## src/rtl/csa_mul_seq.sv

```systemverilog
// ============================================================================
// Module   : csa_mul_seq
// Brief    : Iterative RV32M multiply sequencer (MUL/MULH/MULHSU/MULHU),
//            radix-4 shift-add through a 3-input carry-save adder, 2 bits/cycle.
//            Optional: CSA_MUL_ZERO_BYPASS_EN skips CALC/FIX for zero operands.
// Revision : 1.0 - initial release
// ============================================================================
`default_nettype none

module csa_mul_seq #(
    parameter int XLEN = 32
) (
    input  logic            clk,
    input  logic            reset,
    input  logic            in_valid,
    output logic            in_ready,
    input  logic [1:0]      op,
    input  logic [XLEN-1:0] rs1,
    input  logic [XLEN-1:0] rs2,
    input  logic            kill,
    output logic            out_valid,
    input  logic            out_ready,
    output logic [XLEN-1:0] result,
    output logic            busy
);

    localparam int CW = $clog2(XLEN/2 + 1);
    localparam logic [CW-1:0] c_COUNT_INIT = CW'(XLEN/2);
    localparam logic [CW-1:0] c_COUNT_LAST = CW'(1);

    localparam logic [1:0] c_IDLE = 2'd0;
    localparam logic [1:0] c_CALC = 2'd1;
    localparam logic [1:0] c_FIX  = 2'd2;
    localparam logic [1:0] c_DONE = 2'd3;

    logic [1:0]      r_state;
    logic [1:0]      w_next;
    logic [1:0]      r_op;
    logic [XLEN-1:0] r_mcand;
    logic [XLEN-1:0] r_mplier;
    logic [XLEN-1:0] r_acc;
    logic [CW-1:0]   r_count;
    logic            r_neg;
    logic [XLEN-1:0] r_result;

    // Operand conditioning: rs1 is signed for MULH/MULHSU, rs2 only for MULH
    logic            w_rs1_signed;
    logic            w_rs2_signed;
    logic            w_rs1_neg;
    logic            w_rs2_neg;
    logic [XLEN-1:0] w_rs1_mag;
    logic [XLEN-1:0] w_rs2_mag;
    logic            w_accept;
    logic            w_zero_op;

    assign w_rs1_signed = (op == 2'b01) || (op == 2'b10);
    assign w_rs2_signed = (op == 2'b01);
    assign w_rs1_neg    = w_rs1_signed && rs1[XLEN-1];
    assign w_rs2_neg    = w_rs2_signed && rs2[XLEN-1];
    assign w_rs1_mag    = w_rs1_neg ? (~rs1 + 1'b1) : rs1;
    assign w_rs2_mag    = w_rs2_neg ? (~rs2 + 1'b1) : rs2;
    assign w_accept     = (r_state == c_IDLE) && in_valid && !kill;
    assign w_zero_op    = (rs1 == '0) || (rs2 == '0);

    // 3-input carry-save adder, resolved to a single XLEN+2 sum
    logic [XLEN+1:0] w_csa_a;
    logic [XLEN+1:0] w_csa_b;
    logic [XLEN+1:0] w_csa_c;
    logic [XLEN+1:0] w_csa_ps;
    logic [XLEN+1:0] w_csa_pc;
    logic [XLEN+1:0] w_sum;

    assign w_csa_a  = {2'b00, r_acc};
    assign w_csa_b  = r_mplier[0] ? {2'b00, r_mcand} : '0;
    assign w_csa_c  = r_mplier[1] ? {1'b0, r_mcand, 1'b0} : '0;
    assign w_csa_ps = w_csa_a ^ w_csa_b ^ w_csa_c;
    assign w_csa_pc = (w_csa_a & w_csa_b) | (w_csa_a & w_csa_c) | (w_csa_b & w_csa_c);
    assign w_sum    = w_csa_ps + (w_csa_pc << 1);

    logic [2*XLEN-1:0] w_prod;
    logic [2*XLEN-1:0] w_prod_fix;

    assign w_prod     = {r_acc, r_mplier};
    assign w_prod_fix = r_neg ? (~w_prod + 1'b1) : w_prod;

    // State register
    always_ff @(posedge clk) begin
        if (reset) begin
            r_state <= c_IDLE;
        end else begin
            r_state <= w_next;
        end
    end

    // Next-state logic
    always_comb begin
        w_next = r_state;
        case (r_state)
            c_IDLE: begin
                if (in_valid && !kill) begin
`ifdef CSA_MUL_ZERO_BYPASS_EN
                    w_next = w_zero_op ? c_DONE : c_CALC;
`else
                    w_next = c_CALC;
`endif
                end
            end
            c_CALC: begin
                if (kill) begin
                    w_next = c_IDLE;
                end else if (r_count == c_COUNT_LAST) begin
                    w_next = c_FIX;
                end
            end
            c_FIX: begin
                w_next = kill ? c_IDLE : c_DONE;
            end
            c_DONE: begin
                if (kill || out_ready) begin
                    w_next = c_IDLE;
                end
            end
            default: w_next = c_IDLE;
        endcase
    end

    // Output decode
    always_comb begin
        in_ready  = 1'b0;
        out_valid = 1'b0;
        busy      = 1'b1;
        case (r_state)
            c_IDLE: begin
                in_ready = 1'b1;
                busy     = 1'b0;
            end
            c_DONE:  out_valid = 1'b1;
            default: ;
        endcase
    end

    // Datapath
    always_ff @(posedge clk) begin
        if (reset) begin
            r_op     <= '0;
            r_mcand  <= '0;
            r_mplier <= '0;
            r_acc    <= '0;
            r_count  <= '0;
            r_neg    <= 1'b0;
            r_result <= '0;
        end else begin
            if (w_accept) begin
                r_op     <= op;
                r_mcand  <= w_rs1_mag;
                r_mplier <= w_rs2_mag;
                r_acc    <= '0;
                r_count  <= c_COUNT_INIT;
                r_neg    <= w_rs1_neg ^ w_rs2_neg;
`ifdef CSA_MUL_ZERO_BYPASS_EN
                if (w_zero_op) begin
                    r_result <= '0;
                end
`endif
            end
            if (r_state == c_CALC) begin
                r_acc    <= w_sum[XLEN+1:2];
                r_mplier <= {w_sum[1:0], r_mplier[XLEN-1:2]};
                r_count  <= r_count - 1'b1;
            end
            if ((r_state == c_FIX) && !kill) begin
                r_result <= (r_op == 2'b00) ? w_prod_fix[XLEN-1:0]
                                            : w_prod_fix[2*XLEN-1:XLEN];
            end
        end
    end

    assign result = r_result;

`ifndef CSA_MUL_ZERO_BYPASS_EN
    logic w_unused;
    assign w_unused = w_zero_op;
`endif

endmodule

`default_nettype wire

```

## config.mk

```make
export PLATFORM = sky130hd
export DESIGN_NAME = csa_mul_seq
export DESIGN_NICKNAME = d
export VERILOG_FILES = /design/src/rtl/csa_mul_seq.sv
export SDC_FILE = /design/constraint.sdc
export NUM_CORES = 1
export LEC_CHECK = 0
export CAP_MARGIN = 30
export CELL_PAD_IN_SITES_DETAIL_PLACEMENT = 0
export CELL_PAD_IN_SITES_GLOBAL_PLACEMENT = 1
export CORE_UTILIZATION = 45
export DETAILED_ROUTE_END_ITERATION = 8
export PLACE_DENSITY = 0.95
export SYNTH_ARGS = -nofsm -noshare
export SYNTH_HDL_FRONTEND = slang
export SYNTH_SLANG_ARGS = --single-unit
```

## constraint.sdc

```tcl
create_clock -name clk -period 9.8 [get_ports clk]
set_input_delay 2.94 -clock clk [delete_from_list [all_inputs] [get_ports clk]]
set_output_delay 2.94 -clock clk [all_outputs]
set_load 0.005 [all_outputs]
```

Word-level counts from Yosys, hierarchy flattened
Index checks and enable logic that the tools add are counted.
W data, S select, Z words.
Storage, ports and cells
  register bits after elaboration: 138
  input bits: 71
  output and inout port bits: 35
Operators by class
  add/subtract/negate cells: 5
  eq/ne operators: 9
  multiplexer cells: 21
  bitwise gates (word level): 11
  reductions and logical operators: 13
Operators with widths (number)
  $mux W32: 8
  $and A32 B33 Y33: 2
  $add A32 B1 Y32 const B: 2
  $add A64 B1 Y64 const B: 1
  $mux W64: 1
  $not A32 Y32: 2
  $not A64 Y64: 1
  $add A33 B34 Y34: 1
  $mux W33: 1
  $or A32 B33 Y33: 1
  $or A33 B33 Y33: 1
  $xor A32 B33 Y33: 1
  $and A32 B32 Y32: 1
  $xor A32 B32 Y32: 1
  $mux W2: 5
  $mux W5: 2
  $pmux W2 S4: 1
  $eq A2 B2 Y1 const B: 3
  $logic_and A1 B1 Y1: 6
  $eq A5 B1 Y1 const B: 1
  $sub A5 B1 Y5 const B: 1
  $eq A2 B1 Y1 const B: 2
  $logic_not A2 Y1: 2
  $mux W1: 3
  8 further kinds: 9

Logic depth before layout (Yosys ltp)
Gate-level depths: netlist (run 1).
  depth in word-level cells: 6
  gate-level depth with buffers: 15

Worst setup path before layout (run 1)
OpenSTA, ideal clock, no wires.
  kind: input -> register
  start point: in rs2[0]
  end point: reg r_mplier[28]
  setup time: 0.070 ns
  arrival: 4.959 ns
  required time: 9.730 ns
  setup slack: 4.770 ns
  stages on the path: 10
  path buffers: 0
  cells stage by stage: inv_1 -> ha_1 -> or4b_2 -> nand3b_1 -> nor3_1 -> nand2_1 -> o31ai_1 -> xnor2_1 -> nand2_1 -> a21oi_1
Between the ends
  cells in the longest elaborated chain, start to end: 5
RTL lines
  start, declared: line 19  | input logic [XLEN-1:0] rs2,
  $not A32 Y32: line 61  | assign w_rs2_mag = w_rs2_neg ? (~rs2 + 1'b1) : rs2;
  $add A32 B1 Y32: line 61
  $mux W32: line 61
  $mux W32: line 153  | if (w_accept) begin
  $mux W32: line 166  | if (r_state == c_CALC) begin
  end signal, assigned: line 156  | r_mplier <= w_rs2_mag;
  end signal, assigned: line 168  | r_mplier <= {w_sum[1:0], r_mplier[XLEN-1:2]};
  end, declared: line 40  | logic [XLEN-1:0] r_mplier;
No other way between the ends. The select of a mux whose other input is x is not followed.
A chain may end at the register's enable or synchronous reset.

Worst setup path in the final report (run 1)
Ends and elaborated chain as after synthesis.

==> results by group, run 1 <==
Status
  • Status: finished, final reports clean

Timing
  • Unrepaired setup endpoints after global routing: false
  • Final Critical Period: between 5 and 6 ns
  • Final worst slack: ~4.4 ns
  • Slew HR: around two fifths
  • Hold Vio Cnt, Final: 0
  • Layout Skew: around 0.016 ns
  • Period Utilization, post-route: about 56%
  • Sum Neg Setup Slack: 0 ns
  • Slew @ Worst Pin: ~0.88 ns
  • Max Clock Freq: roughly 0.18 GHz
  • # setup viols final: 0
  • Fin. max-slew vios: 0

Floorplan
  • Die Width: approximately 160 um
  • Core area: 23600 um^2
  • Die ar.: around 25000 um^2
  • Site row count: 56
  • # IOs: ~110
  • Effective utilization at floorplan: 46.2%
  • Die H: 158 um

Yosys
  • Area leader, netlist: dfxtp_1
  • Yosys warns: 0
  • Mapped Nets: between 1500 and 2000
  • Synthesized flop and latch total: ~140
  • Most common flop cell mapped by yosys: dfxtp_1
  • Async set or reset register ratio after synthesis: 0%
  • Share of the synthesized area in the top cell type: 25.3%
  • Synthesized area per cell: between 7 and 8 um^2
  • Register area share after synthesis: between 20 and 30%
  • Largest cells by area after synthesis: dfxtp_1 (25%), nand2_1 (7.5%), fa_1 (5.9%), xnor2_1 (5.4%), a21oi_1 (5.0%)
  • Distinct cells, synth: 73
  • Synthesized area: 10900 um^2
  • Post-synth EDFFs: 0
  • Gate Count Post-Synth: about 1500

Clock tree
  • CTS H-tree depth: 4
  • Postcts setup bufs: 0
  • CTS Buf Count: 17
  • Sink Count: 138
  • Worst skew pair latency: 0.44 ns
  • CTS tree: yes
  • Root buf cell: clkbuf_16
  • Max clock buf depth: 2
  • Hold_buf cts: 0
  • Cts repair resizes: 0
  • Clock transition at path regs: about 0.070 ns

Final layout
  • Nets@finish: approximately 1700
  • Most common cell after layout, fill and taps aside: nand2_1
  • ANT cells: 0
  • Most frequent cells in the layout: nand2_1 (219), dfxtp_1 (137), inv_1 (112), nor2_1 (112), a21oi_1 (109)
  • Synthesis-to-layout area growth: 17.4%
  • Layout cells sized above 1: just under 5%
  • Post-route cell area: roughly 13000 um^2
  • Finished Layout Cells: ~1800
  • Fillcell total: 2279

Global route
  • Antenna violations before repair: 1
  • Largest net degree at the start of global routing: 70
  • Vias in the first global route: about 10000
  • GRT Total Usage: ~26%
  • Overflow after GRT: 0
  • Global-route wire length before repair: about 50000 um

Placed design
  • Area after DPL: approximately 12000 um^2
  • Dpl hpwl: between 20000 and 25000 um
  • Setup WS pre-CTS: around 3.9 ns
  • Gpl congestion: approximately 0.92
  • Inst Count DP: around 1800
  • Port bufs: between 100 and 150

Power
  • Reg power frac: 37.1%
  • Combinational share of power: approximately a fifth
  • Switching portion of total power: slightly above 30%
  • Pint: 1150 uW
  • Pwr dens: roughly 130 nW/um^2
  • Switching pwr: ~500 uW
  • LEAKAGE: 0.00507 uW
  • Maximum VDD drop: between 0.08 and 0.09 mV
  • Clock Power Share: a little over two fifths
  • Power Total: between 1500 and 2000 uW

Detailed routing
  • Post-DR wirelength/cell: 16.6 um
  • DRC: 0
  • Vias after detailed routing: ~11000
  • Drt total wl: around 31000 um
  • 1st-pass router iterations: 5
  • Via/cell ratio: ~5.7
  • Antenna Violating Nets Remaining: 0
  • Initial drt markers: around 780

Worst hold path
  • Endpoint of the worst hold-timing path: result[21]$_SDFFE_PP0P_
  • Min-delay worst type: register to register
  • Hold Path Stages: 2
  • Hold_sp: result[21]$_SDFFE_PP0P_

Critical path
  • Crit path DAT: a little under 6 ns
  • CP Data Required Time: 10.17 ns
  • Crit path max fanout: 5
  • R2R Setup Slk: ~5.6 ns
  • Critical path class: input pin to register
  • Crit path launch type: input pin
  • Worst R2R Start: r_mplier[0]$_SDFFE_PP0P_
  • Critical Path Sink Type: register
  • RR Endpoint: r_acc[27]$_SDFFE_PP0P_
  • R2R cell count: 14

Job
  • MaxCap Viol Count: 0
layer usage:
metal	vias to the layer above	part of all wire, %	GRT usage (%)
met3	45	4.8	3.23
met5	-	0	0
li1	5232	-	-
met4	0	2.5	9.34
met1	5024	47	34.3
met2	276	46	42.2
worst max-delay path by stage:
stage / start / end / slack, ns
global route: rs2[0] / r_mplier[28]$_SDFFE_PP0P_ / 4.17
global placement: rs2[0] / r_mplier[28]$_SDFFE_PP0P_ / 4.02
finish: rs2[0] / r_mplier[28]$_SDFFE_PP0P_ / 4.35
CTS: rs2[0] / r_mplier[28]$_SDFFE_PP0P_ / 4.37
floorplan: rs2[0] / r_mplier[28]$_SDFFE_PP0P_ / 4.77
detailed placement: rs2[0] / r_mplier[28]$_SDFFE_PP0P_ / 3.91
stage by stage:
stage | hold WS (ns) | utilization, %
after floorplan | 0.435 | -
after global placement | 0.438 | 51.5
after detailed placement | 0.444 | 51.5
after CTS | 0.454 | 54.3
after global routing | 0.476 | 54.3
final | 0.450 | 54.3
area by class of cell:
class / count / area (um^2) / share of cell area [%]
timing repair buffer: 119 / 1160 / 9.06
sequential: 138 / 2760 / 21.6
tap: 319 / 399 / 3.11
multi-input combinational: 1123 / 7420 / 57.9
clock inverter: 14 / 210 / 1.64
inverter: 113 / 424 / 3.31
clock buffer: 18 / 439 / 3.43
synth_stat cells (17+ instances only):
| library cell | count |
|---|---|
| a21o_1 | 23 |
| or3_1 | 17 |
| o31ai_1 | 25 |
| a21oi_1 | 109 |
| o21ai_0 | 80 |
| nor2_1 | 115 |
| fa_1 | 32 |
| xor2_1 | 49 |
| nor3_1 | 32 |
| ha_1 | 39 |
| xnor2_1 | 67 |
| nand2_1 | 219 |
| nand3_1 | 31 |
| clkbuf_1 | 74 |
| dfxtp_1 | 138 |
| a22oi_1 | 27 |
| inv_1 | 112 |
| a211oi_1 | 35 |
kinds of logic after synthesis:
family / after synthesis / share of synthesized area, %
buf+inv: 199 / 6.91
mux: 9 / 0.825
flops: 138 / 25.3
fa+ha+maj: 71 / 10.3
simple gates: 521 / 23.0
xor+xnor: 116 / 9.31
compound gates: 406 / 24.3
power groups by stage:
stage | Clock [uW] | Combinational, uW | Sequential (uW)
2_1_floorplan | 0 | 220 | 610
3_3_place_gp | 0 | 307 | 622
3_5_place_dp | 0 | 311 | 622
4_1_cts | 723 | 314 | 610
5_1_grt | 747 | 350 | 614
6_report | 717 | 316 | 610
flip-flops by register name, indices dropped and copies added (netlist names):
register,count
r_acc,32
r_mcand,32
r_mplier,32
result,32
r_count,5
r_op,2
r_state,2
r_neg,1
critical path, cell delays in order:
cell and delay [ns]:
clkdlybuf4s50_1 0.46, inv_1 0.08, ha_1 0.19, or4b_2 0.64, nand3b_1 0.31, nor3_1 0.41
nand2_1 0.15, o31ai_1 0.26, xnor2_1 0.15, nand2_1 0.07, a21oi_1 0.14
(Power assumes the default switching activity.)
==> run 2: changes to the inputs <==
--- a/config.mk
+++ b/config.mk
@@ -8,9 +8,9 @@
 export CAP_MARGIN = 30
 export CELL_PAD_IN_SITES_DETAIL_PLACEMENT = 0
 export CELL_PAD_IN_SITES_GLOBAL_PLACEMENT = 1
-export CORE_UTILIZATION = 45
+export CORE_UTILIZATION = 43
 export DETAILED_ROUTE_END_ITERATION = 8
-export PLACE_DENSITY = 0.95
+export PLACE_DENSITY = 0.91
 export SYNTH_ARGS = -nofsm -noshare
 export SYNTH_HDL_FRONTEND = slang
 export SYNTH_SLANG_ARGS = --single-unit
==> constraint.sdc (replaced) <==
create_clock -name clk -period 5.69 [get_ports clk]
set_input_delay 1.707 -clock clk [delete_from_list [all_inputs] [get_ports clk]]
set_output_delay 1.707 -clock clk [all_outputs]
set_load 0.005 [all_outputs]
==> results by group, run 2 (synthesized netlist as in run 1, its figures left out) <==
Clock tree
  • Sink Count: 138 (unchanged)
  • CTS H-tree depth: 4 (unchanged)
  • Hold_buf cts: 0 (unchanged)
  • Worst skew pair latency: 0.43 ns (about the same)
  • CTS Buf Count: 17 (unchanged)
  • Clock transition at path regs: 0.06 ns (about the same)
  • Cts repair resizes: 0 (unchanged)
  • Root buf cell: clkbuf_16
  • CTS tree: yes
  • Max clock buf depth: 2 (unchanged)
  • Postcts setup bufs: 0 (unchanged)

Floorplan
  • # IOs: 106 (unchanged)
  • Die H: 161 um (+2.3%)
  • Die ar.: 26000 um^2 (+4.6%)
  • Site row count: 57 (+1.8%)
  • Core area: 24600 um^2 (+4.2%)
  • Effective utilization at floorplan: 44.4% (-1.9 points)
  • Die Width: 161 um (+2.3%)

Critical path
  • Max incr delay on CP: 0.65 ns (about the same)
  • Worst path slowest cell: dfxtp_1
  • Critical path class: register to register
  • Crit path launch type: register
  • Worst R2R Start: r_mplier[0]$_SDFFE_PP0P_
  • CP Buf/Inv Count: 2 (unchanged)
  • Critical Path Sink Type: register
  • Crit path DAT: 4.58 ns (-1.24 ns)
  • RR Endpoint: r_acc[27]$_SDFFE_PP0P_
  • R2R Setup Slk: 1.43 ns (-4.12 ns)
  • CP Data Required Time: 6.00 ns (-4.17 ns)
  • Critical-path cell list: buf_4, nand2_1, fa_1, inv_1, ha_1, and3_1, o2111a_1, o31ai_1, a21boi_0, o221ai_1, a21oi_1, o21ai_0, a32o_1
  • Crit path max fanout: 24 (+19)
  • R2R cell count: 13 (-1)
  • CP delay by family, top: compound AO/OA/AOI/OAI gates

Power
  • Clock Power Share: 41.4% (-2.2 points)
  • Reg power frac: 38.7% (+1.6 points)
  • Switching pwr: 846 uW (+70%)
  • Pwr dens: 213 nW/um^2 (+66%)
  • LEAKAGE: 0.00505 uW (-0.48%)
  • Switching portion of total power: 31.1% (+0.90 points)
  • Pint: 1870 uW (+63%)
  • Maximum VDD drop: 0.159 mV (+95%)
  • Combinational share of power: 19.9% (+0.7 points)

Worst hold path
  • Endpoint of the worst hold-timing path: result[29]$_SDFFE_PP0P_
  • Min-delay worst type: register to register
  • Hold_sp: result[29]$_SDFFE_PP0P_
  • Hold Path Stages: 1 (-1)

Timing
  • Layout Skew: 0.0125 ns (-0.00374 ns)
  • Fin. max-slew vios: 0 (unchanged)
  • Final Critical Period: between 4 and 5 ns
  • # setup viols final: 0 (unchanged)
  • Unrepaired setup endpoints after global routing: false
  • Slew HR: 46.6% (+5.4 points)
  • Period Utilization, post-route: 74.9%
  • Max Clock Freq: approximately 0.23 GHz
  • Sum Neg Setup Slack: 0 ns (unchanged)
  • Slew @ Worst Pin: 0.797 ns (-0.0824 ns)
  • Final worst slack: 1.43 ns (-2.93 ns)
  • Hold Vio Cnt, Final: 0 (unchanged)

Detailed routing
  • Via/cell ratio: 5.67 (-1.1%)
  • Antenna Violating Nets Remaining: 0 (unchanged)
  • DRC: 0 (unchanged)
  • Drt total wl: 30400 um (-0.43%)
  • Vias after detailed routing: 10500 (-0.76%)
  • 1st-pass router iterations: 7 (+2)
  • Post-DR wirelength/cell: 16.4 um (-0.80%)
  • Initial drt markers: 789 (+1.5%)

Placed design
  • Port bufs: 105 (unchanged)
  • Gpl congestion: 0.929 (+0.96%)
  • Setup WS pre-CTS: 1.08 ns (-2.83 ns)
  • Inst Count DP: 1819 (+0.39%)
  • Dpl hpwl: 23500 um (+1.8%)

Final layout
  • Most common cell after layout, fill and taps aside: nand2_1
  • Nets@finish: 1656 (+0.12%)
  • Most frequent cells in the layout: nand2_1 (219), dfxtp_1 (137), inv_1 (112), nor2_1 (112), a21oi_1 (109)
  • Synthesis-to-layout area growth: 17.1%
  • ANT cells: 0 (unchanged)
  • Layout cells sized above 1: 4.91% (+0.059 points)
  • Util after Layout: 51.9% (-2.3 points)
  • Finished Layout Cells: 1851 (+0.38%)

Status
  • Status: finished, final reports clean

Global route
  • Overflow after GRT: 0 (unchanged)
  • Vias in the first global route: 9654 (-2.9%)
  • Largest net degree at the start of global routing: 68 (-2.9%)
  • GRT Total Usage: 23.6% (-2.0 points)
  • Antenna violations before repair: 0 (-1)
  • Global-route wire length before repair: 49700 um (-1.3%)

Job
  • MaxCap Viol Count: 0 (unchanged)
run 2: cell count changes in the layout (fill, tap and decap cells not counted):
| cell | change |
|---|---|
| clkbuf_8 | -1 |
| inv_8 | -1 |
| clkbuf_1 | +1 |
| clkinvlp_4 | +2 |
| bufinv_16 | -2 |
| inv_6 | +1 |
| buf_4 | +2 |
run 2: worst register-to-register path, delay by kind of cell (launching register included):
family | cells | cell delay (ns)
compound gates | 7 | 1.85
buf+inv | 2 | 0.41
fa+ha+maj | 2 | 0.90
flops | 1 | 0.65
simple gates | 2 | 0.36
run 2: worst max-delay path by stage:
stage                              from                         to  slack, ns  cells after the start
2_1_floorplan                    rs2[0]  r_mplier[28]$_SDFFE_PP0P_       1.89                     10
3_3_place_gp                     rs2[0]  r_mplier[28]$_SDFFE_PP0P_       1.14                     11
3_5_place_dp                     rs2[1]  r_mplier[28]$_SDFFE_PP0P_       1.08                     11
4_1_cts        r_mplier[0]$_SDFFE_PP0P_     r_acc[24]$_SDFFE_PP0P_       1.48                     13
5_1_grt                          rs2[0]  r_mplier[28]$_SDFFE_PP0P_       1.18                     11
6_report       r_mplier[0]$_SDFFE_PP0P_     r_acc[27]$_SDFFE_PP0P_       1.43                     13
run 2: power groups by stage:
stage | clock, uW | sequential (uW) | combinational (uW)
floorplan | 0 | 1050 | 379
global placement | 0 | 1070 | 528
detailed placement | 0 | 1070 | 537
CTS | 1140 | 1050 | 540
global route | 1190 | 1060 | 601
finish | 1130 | 1050 | 543
run 2: per-layer routing:
layer  GRT usage (%)  wire length [um]  vias up
li1                -                 -     5234
met1            32.9             14300     4974
met2            39.0             14300      277
met3            3.52              1560       12
met4            4.03               253        0
met5               0                 0        -
run 2: stage by stage:
stage	hold slack, ns	cell area, um^2	power, uW
after floorplan	0.435	10900	1430
final	0.454	12800	2720
after global routing	0.469	12800	2850
after detailed placement	0.441	12200	1610
after global placement	0.432	12200	1600
after CTS	0.455	12800	2730
run 2: layout make-up:
| cell class | instances | area (um^2) |
|---|---|---|
| clock buffer | 18 | 429 |
| clock inverter | 14 | 163 |
| fill | 2404 | 11800 |
| inverter | 113 | 424 |
| multi-input combinational | 1123 | 7420 |
| sequential | 138 | 2760 |
| tap | 324 | 405 |
| timing repair buffer | 121 | 1180 |
==> RTL change: new RTL, settings of run 2 <==
Make the reset (`reset`) asynchronous in 2 clocked blocks.
--- a/src/rtl/csa_mul_seq.sv
+++ b/src/rtl/csa_mul_seq.sv
@@ -84,7 +84,7 @@
     assign w_prod_fix = r_neg ? (~w_prod + 1'b1) : w_prod;
 
     // State register
-    always_ff @(posedge clk) begin
+    always_ff @(posedge clk or posedge reset) begin
         if (reset) begin
             r_state <= c_IDLE;
         end else begin
@@ -140,7 +140,7 @@
     end
 
     // Datapath
-    always_ff @(posedge clk) begin
+    always_ff @(posedge clk or posedge reset) begin
         if (reset) begin
             r_op     <= '0;
             r_mcand  <= '0;
Check against the original RTL: differs if reset is asserted again (counterexample within 4 cycles, from zero or initial values and one cycle with reset high); with reset held inactive, the same outputs for 10 cycles.
==> RTL change against run 2 <==
  * Routed wire length rose by 1.5%
  * Design area rose by 1.8%
  * Synthesized area rose by 1.6%
  * Worst setup slack improved by 0.017 ns
  * Count of clock-buffer cells in the layout rose by 2
  * Synthesized cell count fell by 5.3%
  * Sequential cell count did not move
Power is not compared: it rests on default switching activity, and its combinational part moved more than twofold at a synthesized area within 25%.
==> RTL change: results (changes against run 2) <==
[final_layout]
drive_gt1_share_pct = 4.733  ; was 4.912%
diodes = 0  ; unchanged
nFillCells = 2451  ; was 2404
nets = 1587  ; was 1656

[grt]
antenna_found_initial = 0  ; unchanged
first_global_vias = 9249  ; was 9654
met1_usage_pct = 34.99  ; was 32.95%
grt_pass1_wl_mm = 50.01  ; was 49.73 mm
grt_util_met3_pct = 3.209  ; was 3.518%
grt_max_degree = 92  ; was 68
grtUsageTotal_pct = 24.02  ; was 23.63%
grt.met2_usage_pct = 37.30  ; was 38.97%

[critical_path]
cpPeakStageDelay_ns = 0.46  ; was 0.65 ns
slowest_stage = or4_1  ; was dfxtp_1
cp_top_family = simple AND/OR/NAND/NOR gates  ; was compound AO/OA/AOI/OAI gates
cp_max_fo = 5  ; was 24

[yosys]
syn_nets = 1525  ; was 1602
synthArstFlopShare_pct = 100.0  ; was 0%
yosysSeqAreaShare_pct = 31.15  ; was 25.31%
netlist-cell-type-count = 66  ; was 73
yosys-top-cells-area = dfrtp_1 (31%), o21ai_0 (7.2%), nand2_1 (6.7%)  ; was dfxtp_1 (25%), nand2_1 (7.5%), fa_1 (5.9%)
yosysWarnings = 0  ; unchanged
synthFlopType = dfrtp_1  ; was dfxtp_1
ys_top_cells_by_count = nand2_1 (198), o21ai_0 (159), dfrtp_1 (138)  ; was nand2_1 (219), dfxtp_1 (138), nor2_1 (115)

[placed_design]
io_buffers = 105  ; unchanged
globalplace.congestion = 0.9006  ; was 0.9294
dp_hpwl_mm = 23.40  ; was 23.49 mm
dpl-instance-area_um2 = 12390  ; was 12190 um^2
dp_slack_ns = 1.043  ; was 1.078 ns

[routing]
wl_met3_mm = 1.701  ; was 1.560 mm
highest_layer = met4  ; unchanged
drt-met1-wl_mm = 14.77  ; was 14.33 mm
dr.pass1.iters = 6  ; was 7
wire_per_inst_um = 17.27  ; was 16.43 um
wl_met2_mm = 13.86  ; was 14.27 mm
dr_total_vias = 10150  ; was 10500
drtIter0Drc = 1007  ; was 789

[sta]
fin_worst_skew_ns = 0.01325  ; was 0.01250 ns
hold_viol_final = 0  ; unchanged
max-slew-margin-rel_pct = 38.27  ; was 46.60%

[clock_tree]
cts_buffers = 17  ; unchanged
htreeDepth = 4  ; unchanged
cts_root_buf = clkbuf_16  ; unchanged
ctsResizeCount = 0  ; unchanged
clk_latency_ns = 0.43  ; about the same
postCtsSetupBuffers = 0  ; unchanged

[power]
p_per_area_nw_per_um2 = 434.8
powerSeq_w = 0.00172
p_clk_w = 0.00112

[status]
status = finished clean  ; unchanged

[worst_hold_path]
hp-class = flip-flop to flip-flop  ; unchanged

[RTL change: cell types whose count changed after synthesis, moves of 10 or more]
cell,delta
a211oi_1,-32
a21o_1,-11
a21oi_1,-36
dfrtp_1,+138
dfxtp_1,-138
nand2_1,-21
nand3_1,+10
nor2_1,-40
o211ai_1,-12
o21ai_0,+79
o221ai_1,+12
xor2_1,+15
[RTL change: logic make-up after synthesis]
| family | count (synthesis) | synth area share, % |
|---|---|---|
| AO/OA/AOI/OAI | 394 | 22.24 |
| multiplexers | 3 | 0.2709 |
| flip-flops | 138 | 31.15 |
| adder cells (fa/ha/maj) | 71 | 10.18 |
| AND/OR/NAND/NOR | 448 | 18.94 |
| buffers and inverters | 196 | 6.715 |
| XOR/XNOR | 133 | 10.51 |
[RTL change: area by class of cell]
cell class,instances,share of cell area [%]
timing repair buffer,122,9.311
tap,330,3.174
multi-input combinational,1049,53.04
clock inverter,12,1.077
sequential,138,26.55
clock buffer,20,3.434
inverter,117,3.415
[RTL change: worst paths after layout]
kind / from / to / slack [ns] / depth (start not counted)
max: rs2[3] / r_mplier[27] / 1.44 / 9
min: result[4] / result[4] / 0.47 / 2
max reg2reg: r_mplier[0] / r_acc[31] / 1.61 / 14
min reg2reg: result[4] / result[4] / 0.47 / 2
max in group asynchronous: reset / r_mcand[14] / 2.98 / 3
min in group asynchronous: reset / r_mplier[19] / 1.85 / 2
[RTL change: per-stage QoR]
step	hold slack [ns]	cells	util, %
after floorplan	0.4459	1383	-
after global placement	0.4546	1755	49.07
after detailed placement	0.4574	1755	49.07
after CTS	0.4715	1787	51.40
after global routing	0.4927	1788	51.51
final	0.4690	1788	51.51
